## src/rtl/heart_model_pkg.sv

```systemverilog
// Shared constants, state encoding and io payload layouts for the heart model.
package heart_model_pkg;

    localparam int unsigned DEF_UNIT      = 1_000_000;
    localparam int unsigned DEF_PULSE_LEN = 4;
    localparam int unsigned DEF_REFRACT   = 200_000;

    localparam int unsigned CNT_W  = 32;
    localparam int unsigned RATE_W = 4;
    localparam int unsigned DROP_W = 3;

    typedef enum logic [1:0] {
        ST_WAIT    = 2'd0,
        ST_BEAT    = 2'd1,
        ST_REFRACT = 2'd2
    } state_t;

    typedef struct packed {
        logic [DROP_W-1:0] drop_n;
        logic [RATE_W-1:0] rate;
        logic              pace;
    } io_in_t;

endpackage

```

## src/rtl/heart_interval_timer.sv

```systemverilog
// Intrinsic interval timer: counts WAIT cycles, latches the rate at interval start, flags expiry.
module heart_interval_timer
    import heart_model_pkg::*;
#(
    parameter int unsigned UNIT = DEF_UNIT
) (
    input  logic              clk,
    input  logic              rst,
    input  logic              clear,
    input  logic              enable,
    input  logic [RATE_W-1:0] rate,
    output logic              expire
);

    logic [CNT_W-1:0] cnt;
    logic [CNT_W-1:0] interval;
    logic             asys;

    always_ff @(posedge clk or posedge rst) begin
        if (rst) begin
            cnt      <= '0;
            interval <= '0;
            asys     <= 1'b1;
        end else if (clear) begin
            cnt <= '0;
        end else begin
            if (cnt == '0) begin
                asys     <= (rate == '0);
                interval <= (CNT_W'(rate) + CNT_W'(1)) * CNT_W'(UNIT);
            end
            if (enable) begin
                cnt <= cnt + CNT_W'(1);
            end
        end
    end

    // Interval is at least 2 when not asystolic, so a fresh latch never collides with a compare.
    assign expire = !asys && (cnt == interval - CNT_W'(1));

endmodule

```

## config.mk

```make
export PLATFORM = sky130hd
export DESIGN_NAME = heart_interval_timer
export DESIGN_NICKNAME = d
export VERILOG_FILES = /design/src/rtl/heart_model_pkg.sv /design/src/rtl/heart_interval_timer.sv
export SDC_FILE = /design/constraint.sdc
export NUM_CORES = 1
export LEC_CHECK = 0
export ABC_AREA = 1
export BUFFER_PORTS_ARGS = -buffer_cell sky130_fd_sc_hd__buf_4
export CORE_MARGIN = 5
export CORE_UTILIZATION = 55
export CTS_CLUSTER_DIAMETER = 200
export DETAILED_ROUTE_END_ITERATION = 7
export PLACE_DENSITY_LB_ADDON = 0.12
export SYNTH_ARGS = -nofsm -noshare
export SYNTH_HDL_FRONTEND = slang
export SYNTH_SLANG_ARGS = --single-unit
```

## constraint.sdc

```tcl
create_clock -name clk -period 1.6 [get_ports clk]
set_input_delay 0.16 -clock clk [delete_from_list [all_inputs] [get_ports clk]]
set_output_delay 0.16 -clock clk [all_outputs]
set_load 0.02 [all_outputs]
```

==> results of run 1 <==
==> final timing paths <==
kind / from / to / slack [ps] / cells after the start
setup / recovery: rate[0] / interval[23]$_DFFE_PP0P_ / -1490 / 19
hold reg to reg: asys$_DFFE_PP1P_ / asys$_DFFE_PP1P_ / 510 / 2
hold / removal: clear / cnt[13]$_DFFE_PP0P_ / 60 / 2
setup reg to reg: cnt[6]$_DFFE_PP0P_ / interval[23]$_DFFE_PP0P_ / -480 / 7
max in group asynchronous: rst / cnt[13]$_DFFE_PP0P_ / 660 / 4
min in group asynchronous: rst / interval[6]$_DFFE_PP0P_ / 370 / 3
==> metal layers <==
metal / vias to the layer above / global-route usage (%) / wire, µm
li1: 2707 / - / -
met1: 2819 / 35.68 / 7017
met2: 364 / 60.78 / 10190
met3: 132 / 3.488 / 1314
met4: 0 / 16.83 / 1523
met5: - / 0 / 0
==> worst max-delay path: stages <==
cell and delay [ps]:
buf_8 110, ha_4 170, inv_2 50, nand2_2 60, nand2_4 80, inv_4 50, ha_4 260, inv_2 30
fa_1 480, fa_1 570, inv_2 60, ha_4 320, nand2_2 80, nor2_1 140, nand3_1 150, nand2_1 150
nand2_1 100, nand3_1 170, o21ai_1 100
==> sequential cells by signal, summed over array words and instances (netlist names) <==
signal	count
asys	1
cnt	32
interval	19
==> kinds of logic after synthesis <==
logic type                 after synthesis  share of synthesized area [%]
and+or+nand+nor                        392                          39.51
xor gates and xnor gates                20                          3.649
adders and majority gates               35                          9.747
AOI/OAI and AO/OA                       85                          9.539
DFF                                     52                          27.13
buffers and inverters                  119                          10.42
==> repair_timing <==
action,CTS,global route
pin swaps,78,63
resized for setup,147,85
setup buffers,32,14
gates cloned,0,0
setup endpoints to repair,41,43
hold buffers,1,0
hold endpoints to repair,11,0
==> synthesized netlist by cell type, types with 2 or more instances <==
master | instances | area share (%)
a21oi_1 | 26 | 2.7
a31oi_1 | 2 | 0.26
and3_1 | 2 | 0.26
buf_2 | 3 | 0.31
buf_6 | 6 | 1.4
dfrtp_1 | 51 | 27
fa_1 | 4 | 1.7
ha_1 | 31 | 8.1
inv_1 | 95 | 7.4
inv_2 | 13 | 1.0
nand2_1 | 164 | 13
nand2_2 | 6 | 0.78
nand3_1 | 47 | 4.9
nand3_2 | 6 | 1.3
nand3b_1 | 3 | 0.47
nand4_1 | 20 | 2.6
nand4_2 | 3 | 0.78
nor2_1 | 87 | 6.8
nor2_2 | 9 | 1.2
nor2_4 | 9 | 2.1
nor3_1 | 19 | 2.0
nor3_2 | 4 | 0.83
nor4_1 | 3 | 0.39
o21a_1 | 2 | 0.31
o21ai_0 | 36 | 3.8
o21ai_1 | 11 | 1.1
o21ai_2 | 3 | 0.55
o31ai_1 | 2 | 0.31
or2_2 | 4 | 0.52
xnor2_1 | 7 | 1.3
xor2_1 | 13 | 2.4
==> per-stage QoR <==
step / util (%) / hold WS [ps]
floorplan: - / 300.1
global placement: 73.57 / 130.4
global route: 88.66 / 53.71
finish: 88.66 / 61.83
CTS: 83.81 / 48.24
detailed placement: 73.57 / 138.0
==> layout make-up <==
type | count | share of cell area, %
multi-input combinational | 532 | 50.76
timing repair buffer | 213 | 22.81
tap | 108 | 1.774
clock inverter | 2 | 0.7883
inverter | 109 | 5.748
clock buffer | 5 | 0.9033
sequential | 52 | 17.21
==> power groups by stage <==
stage | clock (mW) | sequential (mW) | combinational (mW)
floorplan | 0 | 1.67 | 1.92
global placement | 0 | 1.63 | 3.08
detailed placement | 0 | 1.63 | 3.18
CTS | 1.08 | 1.61 | 3.60
global route | 1.15 | 1.65 | 4.48
finish | 1.12 | 1.64 | 4.21
==> results.toml, run 1 <==
[yosys]
ys_warn_count = 0
ys_seq_area_share_pct = 27.13
postSynthAreaPerCell_um2 = 6.829
ys_seq_elements = 52
synth_area_mm2 = 0.004801
async_flop_share_pct = 100.0
ys_dominant_reg_cell = "dfrtp_1"
yosys.cell_types.count = 43
synth_edf_count = 0
synthCells = 703
syn-num-nets = 746

[critical_path]
worst_setup_path_end_kind = "flip-flop"
startpoint_type = "primary input"
worst_ep_arrival_time_ps = 3290
required_ps = 1800
crit_fanout = 4
path_class = "in2reg"

[die]
pin_count = 9
die_h_um = 103.4
rows = 34
die_area_mm2 = 0.01070
fp.coreArea_mm2 = 0.008593
die_x_um = 103.4
start_util_pct = 55.87

[power_and_ir_drop]
p_comb_share_pct = 60.4
swShare_pct = 42.52
switchingPower_mw = 2.961
ir_drop_mv = 1.198
seq_power_share_pct = 23.5
p_int_mw = 4.002
p_leak_nw = 3.768
pwr-share-clk_pct = 16.1
finalPower_mw = 6.963
powerDensity_mw_per_mm2 = 913.9

[route]
firstDrtPassIters = 5
vias = 6022
post_drt_wl_per_cell_um = 19.63
vias_per_cell = 5.898
routed_wl_mm = 20.05
initialDrtViolationCount = 419
drc = 0
ant_nets = 0

[min_path]
hold_path.class = "in2reg"

[sta]
tightest_slew_ps = 380.4
finalHoldViolCount = 0
finalMaxSlewViolations = 0
fin_crit_ps = 3093
max_freq_mhz = 323.3
fin_tns_setup_ps = -18480
layout_setup_ws_ps = -1493
clock_skew_ps = 8.605
rsz0062_at_grt = "yes"
period_share_pct = 193.3
setup_viol = 44
slew_headroom_pct = 74.60

[status]
outcome = "finished with violations"
violations = "negative setup slack"

[clocking]
clk_path_buf_depth = 2
htree_levels = 2
clkLatencyLatePin_ps = 310
numCtsBuffers = 5
cts_root_buf = "clkbuf_8"
clk_pin_slew_worst_paths_ps = 110
cts_tree = "built"
cts_sinks = 52

[layout]
final_cell_mix = "buf_4 (181), nand2_1 (133), inv_1 (70)"
fin_area_mm2 = 0.007619
n_antenna_cell = 0
nFillCells = 399
final_net_count = 956
register_area_mm2 = 0.001311
syn2layout_area_growth_pct = 58.69
stdcell_count = 1021
multiInputGateArea_mm2 = 0.003867
final_common_cell = "buf_4"
drive_above_1_share_pct = 47.21

[placement]
dp_cells = 972
port_buffers = 8
gp_congestion = 0.9026
pre_cts_slack_ps = -1515
place_area_mm2 = 0.006322
dp_hpwl_mm = 11.31

[global_routing]
grt_max_degree = 26
grt_pass1_vias = 5818
grt_pass1_wl_mm = 27.12
grt_usage_pct = 32.44
antenna_found_initial = 0
grt-ovfl-total = 0

[flow_run]
cap_violations = 0
Note: power is estimated with default switching activity, not from simulation.
==> run 2, diff against run 1 <==
--- a/config.mk
+++ b/config.mk
@@ -12,6 +12,7 @@
 export CTS_CLUSTER_DIAMETER = 200
 export DETAILED_ROUTE_END_ITERATION = 7
 export PLACE_DENSITY_LB_ADDON = 0.12
+export REMOVE_ABC_BUFFERS = 1
 export SYNTH_ARGS = -nofsm -noshare
 export SYNTH_HDL_FRONTEND = slang
 export SYNTH_SLANG_ARGS = --single-unit
==> run 2 against run 1 <==
Effect of this change: the flow still finishes with violations (negative setup slack); worst setup slack better by 29 ps; clock-buffer cell count unchanged; combinational power up 12%; flip-flop and latch count unchanged; first-iteration DRC count up 43%; total power up 8.5%; die area unchanged; sequential power up 5%; wire length up 17%; register-to-register slack worse by 30 ps; critical path type unchanged; critical endpoint is now interval[24]$_DFFE_PP0P_; largest power group unchanged; highest routed layer unchanged.
==> results.toml, run 2 (synthesis results as in run 1) <==
[placement]
port_buffers = 8
gp_congestion = 0.9555
dp_hpwl_mm = 10.74

[status]
outcome = "finished with violations"
violations = "negative setup slack"

[clocking]
numCtsBuffers = 5
clkLatencyLatePin_ps = 330
clk_pin_slew_worst_paths_ps = 120
cts_sinks = 52
htree_levels = 2
cts_tree = "built"
cts_root_buf = "clkbuf_8"
clk_path_buf_depth = 2

[sta]
setup_viol = 43
finalHoldViolCount = 0
tightest_slew_ps = 606.8
clock_skew_ps = 22.86
max_freq_mhz = 326.3
fin_crit_ps = 3065
finalMaxSlewViolations = 0
rsz0062_at_grt = "yes"
slew_headroom_pct = 59.49
period_share_pct = 191.5
layout_setup_ws_ps = -1465

[global_routing]
grt.met3_usage_pct = 4.427
grt-ovfl-total = 0
grt_util_met1_pct = 35.68
busiest_layer = "met2"
antenna_found_initial = 0
use_met2_pct = 59.31
grt_pass1_vias = 5773
grt_pass1_wl_mm = 27.33
grt_max_degree = 30
grt_usage_pct = 32.69

[route]
ant_nets = 0
routed_wl_mm = 23.55
initialDrtViolationCount = 600
vias_per_cell = 6.475
post_drt_wl_per_cell_um = 23.23
firstDrtPassIters = 6
drc = 0
vias = 6566

[die]
start_util_pct = 55.87
die_x_um = 103.4
die_area_mm2 = 0.01070
fp.coreArea_mm2 = 0.008593
die_h_um = 103.4
pin_count = 9
rows = 34

[critical_path]
critPathTopFamily = "adder cells"
required_ps = 1800
cp_common_cell = "ha_4"
crit_fanout = 4
crit_path_top_delay_cell = "fa_1"
worst_setup_path_end_kind = "flip-flop"
path_class = "in2reg"
worst_ep_arrival_time_ps = 3260
path_cells = "buf_8, ha_4, nand2_1, nand2_4, inv_6, ha_4, inv_4, fa_1, fa_1, inv_2, ha_4, a21oi_4, o21ai_4, a21oi_4, nand3_2, nand2_1, o21ai_1"
cp.buffers_inverters = 4
crit_path_max_incr_delay_ps = 570
startpoint_type = "primary input"

[layout]
final_cell_mix = "buf_4 (174), nand2_1 (131), inv_1 (67)"
n_antenna_cell = 0
fin_util_pct = 90.16
final_common_cell = "buf_4"
syn2layout_area_growth_pct = 61.38
drive_above_1_share_pct = 48.23
final_net_count = 949
largest_reg_flops = 32
max_flop_register = "cnt"
largestRegisters = "cnt x32, interval x19, asys x1"

[power_and_ir_drop]
ir_drop_mv = 1.341
p_leak_nw = 3.765
powerDensity_mw_per_mm2 = 974.6
finalPower_mw = 7.551

[flow_run]
cap_violations = 0

[min_path]
hold_path.class = "in2reg"
run 2: cell types whose count changed in the layout (fill, tap and decap cells not counted), sizes merged:
cell	previous run	this run
buf	212	203
clkbuf	5	7
clkinvlp	1	0
inv	107	108
run 2: final cells by class:
type	count	area, µm²
tap	108	135.1
timing repair buffer	206	1730
sequential	52	1311
multi-input combinational	532	4005
fill	337	845.8
clock buffer	5	68.82
clock inverter	2	60.06
inverter	109	436.7
run 2: where the power goes:
part,leakage (nW),internal [mW],switching (mW)
clock network,0.0642,0.618,0.510
registers,0.680,1.48,0.243
logic,3.02,2.03,2.68
total,3.77,4.12,3.43
run 2: worst register-to-register path: stages (launching register included):
cell	delay (ps)
dfrtp_1	470
inv_2	130
buf_4	160
nand4_1	190
nor4_2	240
nand2_2	150
buf_6	160
clkbuf_16	170
nand2_1	170
o21ai_1	120
inv_1	90
run 2: timing repair:
action                                  in CTS  in global routing
pin swaps                                   72                 49
hold endpoints to repair                    22                  0
setup buffers                               27                 22
cloned                                       0                  2
hold buffers                                 1                  0
endpoints found under the setup margin      39                 43
gates resized for setup                    173                125
run 2: worst paths after layout:
path | from | to | slack [ps] | cells after the start
min reg2reg | asys$_DFFE_PP1P_ | asys$_DFFE_PP1P_ | 530 | 2
max in group asynchronous | rst | cnt[20]$_DFFE_PP0P_ | 570 | 4
min in group asynchronous | rst | cnt[25]$_DFFE_PP0P_ | 460 | 3
min | clear | cnt[13]$_DFFE_PP0P_ | 20 | 2
max | rate[1] | interval[24]$_DFFE_PP0P_ | -1460 | 17
max reg2reg | cnt[9]$_DFFE_PP0P_ | interval[14]$_DFFE_PP0P_ | -510 | 10
run 2: stage by stage:
step | instances | setup slack (ps) | hold WS, ps | setup TNS [ps] | cell area (µm²)
after floorplan | 693 | -1514 | 233.4 | -10950 | 4715
after global placement | 965 | -1681 | 245.9 | -17520 | 6093
after detailed placement | 965 | -1806 | 252.6 | -19150 | 6093
after CTS | 992 | -1048 | 46.90 | -11500 | 7091
after global routing | 1014 | -1487 | 33.33 | -23700 | 7747
final | 1014 | -1465 | 23.70 | -21000 | 7747
run 2: metal layers:
metal / up-vias / share of wire, %
li1: 2687 / -
met1: 2984 / 32
met2: 618 / 47
met3: 277 / 11
met4: 0 / 11
met5: - / 0
==> run 3, diff against run 2 <==
--- a/config.mk
+++ b/config.mk
@@ -6,11 +6,12 @@
 export NUM_CORES = 1
 export LEC_CHECK = 0
 export ABC_AREA = 1
-export BUFFER_PORTS_ARGS = -buffer_cell sky130_fd_sc_hd__buf_4
+export CORE_ASPECT_RATIO = 1.1
 export CORE_MARGIN = 5
 export CORE_UTILIZATION = 55
 export CTS_CLUSTER_DIAMETER = 200
 export DETAILED_ROUTE_END_ITERATION = 7
+export DONT_BUFFER_PORTS = 1
 export PLACE_DENSITY_LB_ADDON = 0.12
 export REMOVE_ABC_BUFFERS = 1
 export SYNTH_ARGS = -nofsm -noshare
==> run 3 against run 2 <==
Effect of this change: worst hold slack improved by 82 ps; clock-buffer cell count increased by 1; flip-flop and latch count unchanged; the run still ends with negative setup slack left; sequential power decreased by 5%; cell area decreased by 4.1%; combinational power decreased by 18%; first-iteration DRC count decreased by 31%.
==> results.toml, run 3 (synthesis results as in run 1) <==
[sta]
finalHoldViolCount = 0
finalMaxSlewViolations = 0
clock_skew_ps = 22.06
layout_setup_ws_ps = -1117
setup_viol = 47
period_share_pct = 169.8
tightest_slew_ps = 446.3
slew_headroom_pct = 70.15
fin_crit_ps = 2717
max_freq_mhz = 368.1
rsz0062_at_grt = "yes"

[die]
die_x_um = 99.08
rows = 35
fp.coreArea_mm2 = 0.008452
die_h_um = 108.0
start_util_pct = 56.80
die_area_mm2 = 0.01070
pin_count = 9

[clocking]
cts_sinks = 52
clk_path_buf_depth = 2
htree_levels = 2
clkLatencyLatePin_ps = 330
clk_pin_slew_worst_paths_ps = 100
cts_tree = "built"
cts_root_buf = "clkbuf_8"
numCtsBuffers = 5

[critical_path]
crit_path_top_delay_cell = "fa_1"
worst_setup_path_end_kind = "flip-flop"
crit_path_max_incr_delay_ps = 540
reg2reg_depth = 9
worst_ep_arrival_time_ps = 2920
path_class = "in2reg"
cp_common_cell = "inv_2"
critPathTopFamily = "adder cells"
r2r_setup_slack_ps = -440
cp.buffers_inverters = 3
worst-path-stages = 15
startpoint_type = "primary input"
crit_fanout = 4
required_ps = 1800
path_cells = "nand3_4, xor2_4, inv_2, ha_4, inv_2, fa_1, fa_1, inv_2, ha_4, a21oi_4, o21ai_4, a21oi_2, nand3_1, nand2_1, o21ai_1"

[power_and_ir_drop]
p_leak_nw = 3.597
powerDensity_mw_per_mm2 = 873.1
ir_drop_mv = 1.079
finalPower_mw = 6.486

[global_routing]
grt-ovfl-total = 0
grt_usage_pct = 29.18
antenna_found_initial = 0
grt_pass1_vias = 5535
grt_max_degree = 53
grt_pass1_wl_mm = 25.66

[flow_run]
cap_violations = 0

[route]
vias_per_cell = 5.871
ant_nets = 0
routed_wl_mm = 18.86
firstDrtPassIters = 6
vias = 5865
initialDrtViolationCount = 413
drc = 0
post_drt_wl_per_cell_um = 18.87

[layout]
largestRegisters = "cnt x32, interval x19, asys x1"
final_common_cell = "buf_4"
drive_above_1_share_pct = 45.61
max_flop_register = "cnt"
syn2layout_area_growth_pct = 54.73
final_net_count = 930
final_cell_mix = "buf_4 (152), nand2_1 (134), inv_1 (71)"
n_antenna_cell = 0
largest_reg_flops = 32

[placement]
pre_cts_slack_ps = -1655
dp_hpwl_mm = 10.54
gp_congestion = 0.9483
port_buffers = 0

[min_path]
hold_path.class = "in2reg"
min_path_cells = 3

[status]
violations = "negative setup slack"
outcome = "finished with violations"
## run 3: changes by cell type in the layout (fill, tap and decap cells not counted), sizes merged
cell,change
buf,-20
bufinv,-1
clkbuf,-1
clkinv,+1
clkinvlp,+1
dlygate4sd3,+3
inv,-1
## run 3: layout make-up
type	count	area (µm²)
Timing Repair Buffer	187	1551
Multi-Input combinational cell	532	3876
Fill cell	432	1023
Clock inverter	2	38.79
Clock buffer	6	82.58
Sequential cell	52	1310
Inverter	109	430.4
Tap cell	111	138.9
## run 3: path summary, 6_finish.rpt
| check | end | from |
|---|---|---|
| setup / recovery | interval[24]$_DFFE_PP0P_ | rate[2] |
| hold / removal | interval[14]$_DFFE_PP0P_ | rate[0] |
| setup reg to reg | interval[7]$_DFFE_PP0P_ | cnt[9]$_DFFE_PP0P_ |
| hold reg to reg | asys$_DFFE_PP1P_ | asys$_DFFE_PP1P_ |
| max in group asynchronous | asys$_DFFE_PP1P_ | rst |
| min in group asynchronous | cnt[28]$_DFFE_PP0P_ | rst |
## run 3: power by group
part | internal (mW) | total (mW) | leakage [nW] | switching (mW)
clock | 0.513 | 1.01 | 0.0614 | 0.498
sequential | 1.47 | 1.63 | 0.681 | 0.156
combinational | 1.79 | 3.84 | 2.85 | 2.06
total | 3.78 | 6.49 | 3.60 | 2.71
## run 3: routing by layer
metal	up-vias	wire (µm)	part of all wire (%)	global-route usage, %
met2	328	9626	51	56.00
met4	0	1373	7.3	10.93
met1	2768	6768	36	33.08
met3	122	1088	5.8	2.903
li1	2647	-	-	-
met5	-	0	0	0
## run 3: stage by stage
stage	util, %	area [µm²]	std cells	setup TNS [ps]	hold slack, ps
floorplan	-	4715	693	-10950	233.4
global placement	70.63	5969	951	-15720	111.7
detailed placement	70.63	5969	951	-17340	117.2
CTS	81.10	6854	979	-11050	82.51
global route	87.89	7428	999	-20760	118.1
finish	87.89	7428	999	-17310	105.9
## run 3: tightest hold or removal path, stage by stage
cell and delay, ps:
xor2_1 50, o21ai_2 130, inv_1 40
## run 3: timing repair
action,4_1_cts,5_1_grt
endpoints found under the setup margin,40,44
buffers inserted,15,22
cloned,1,0
hold endpoints to repair,62,0
pin swaps,46,52
resized for setup,159,110
hold buffers,4,0
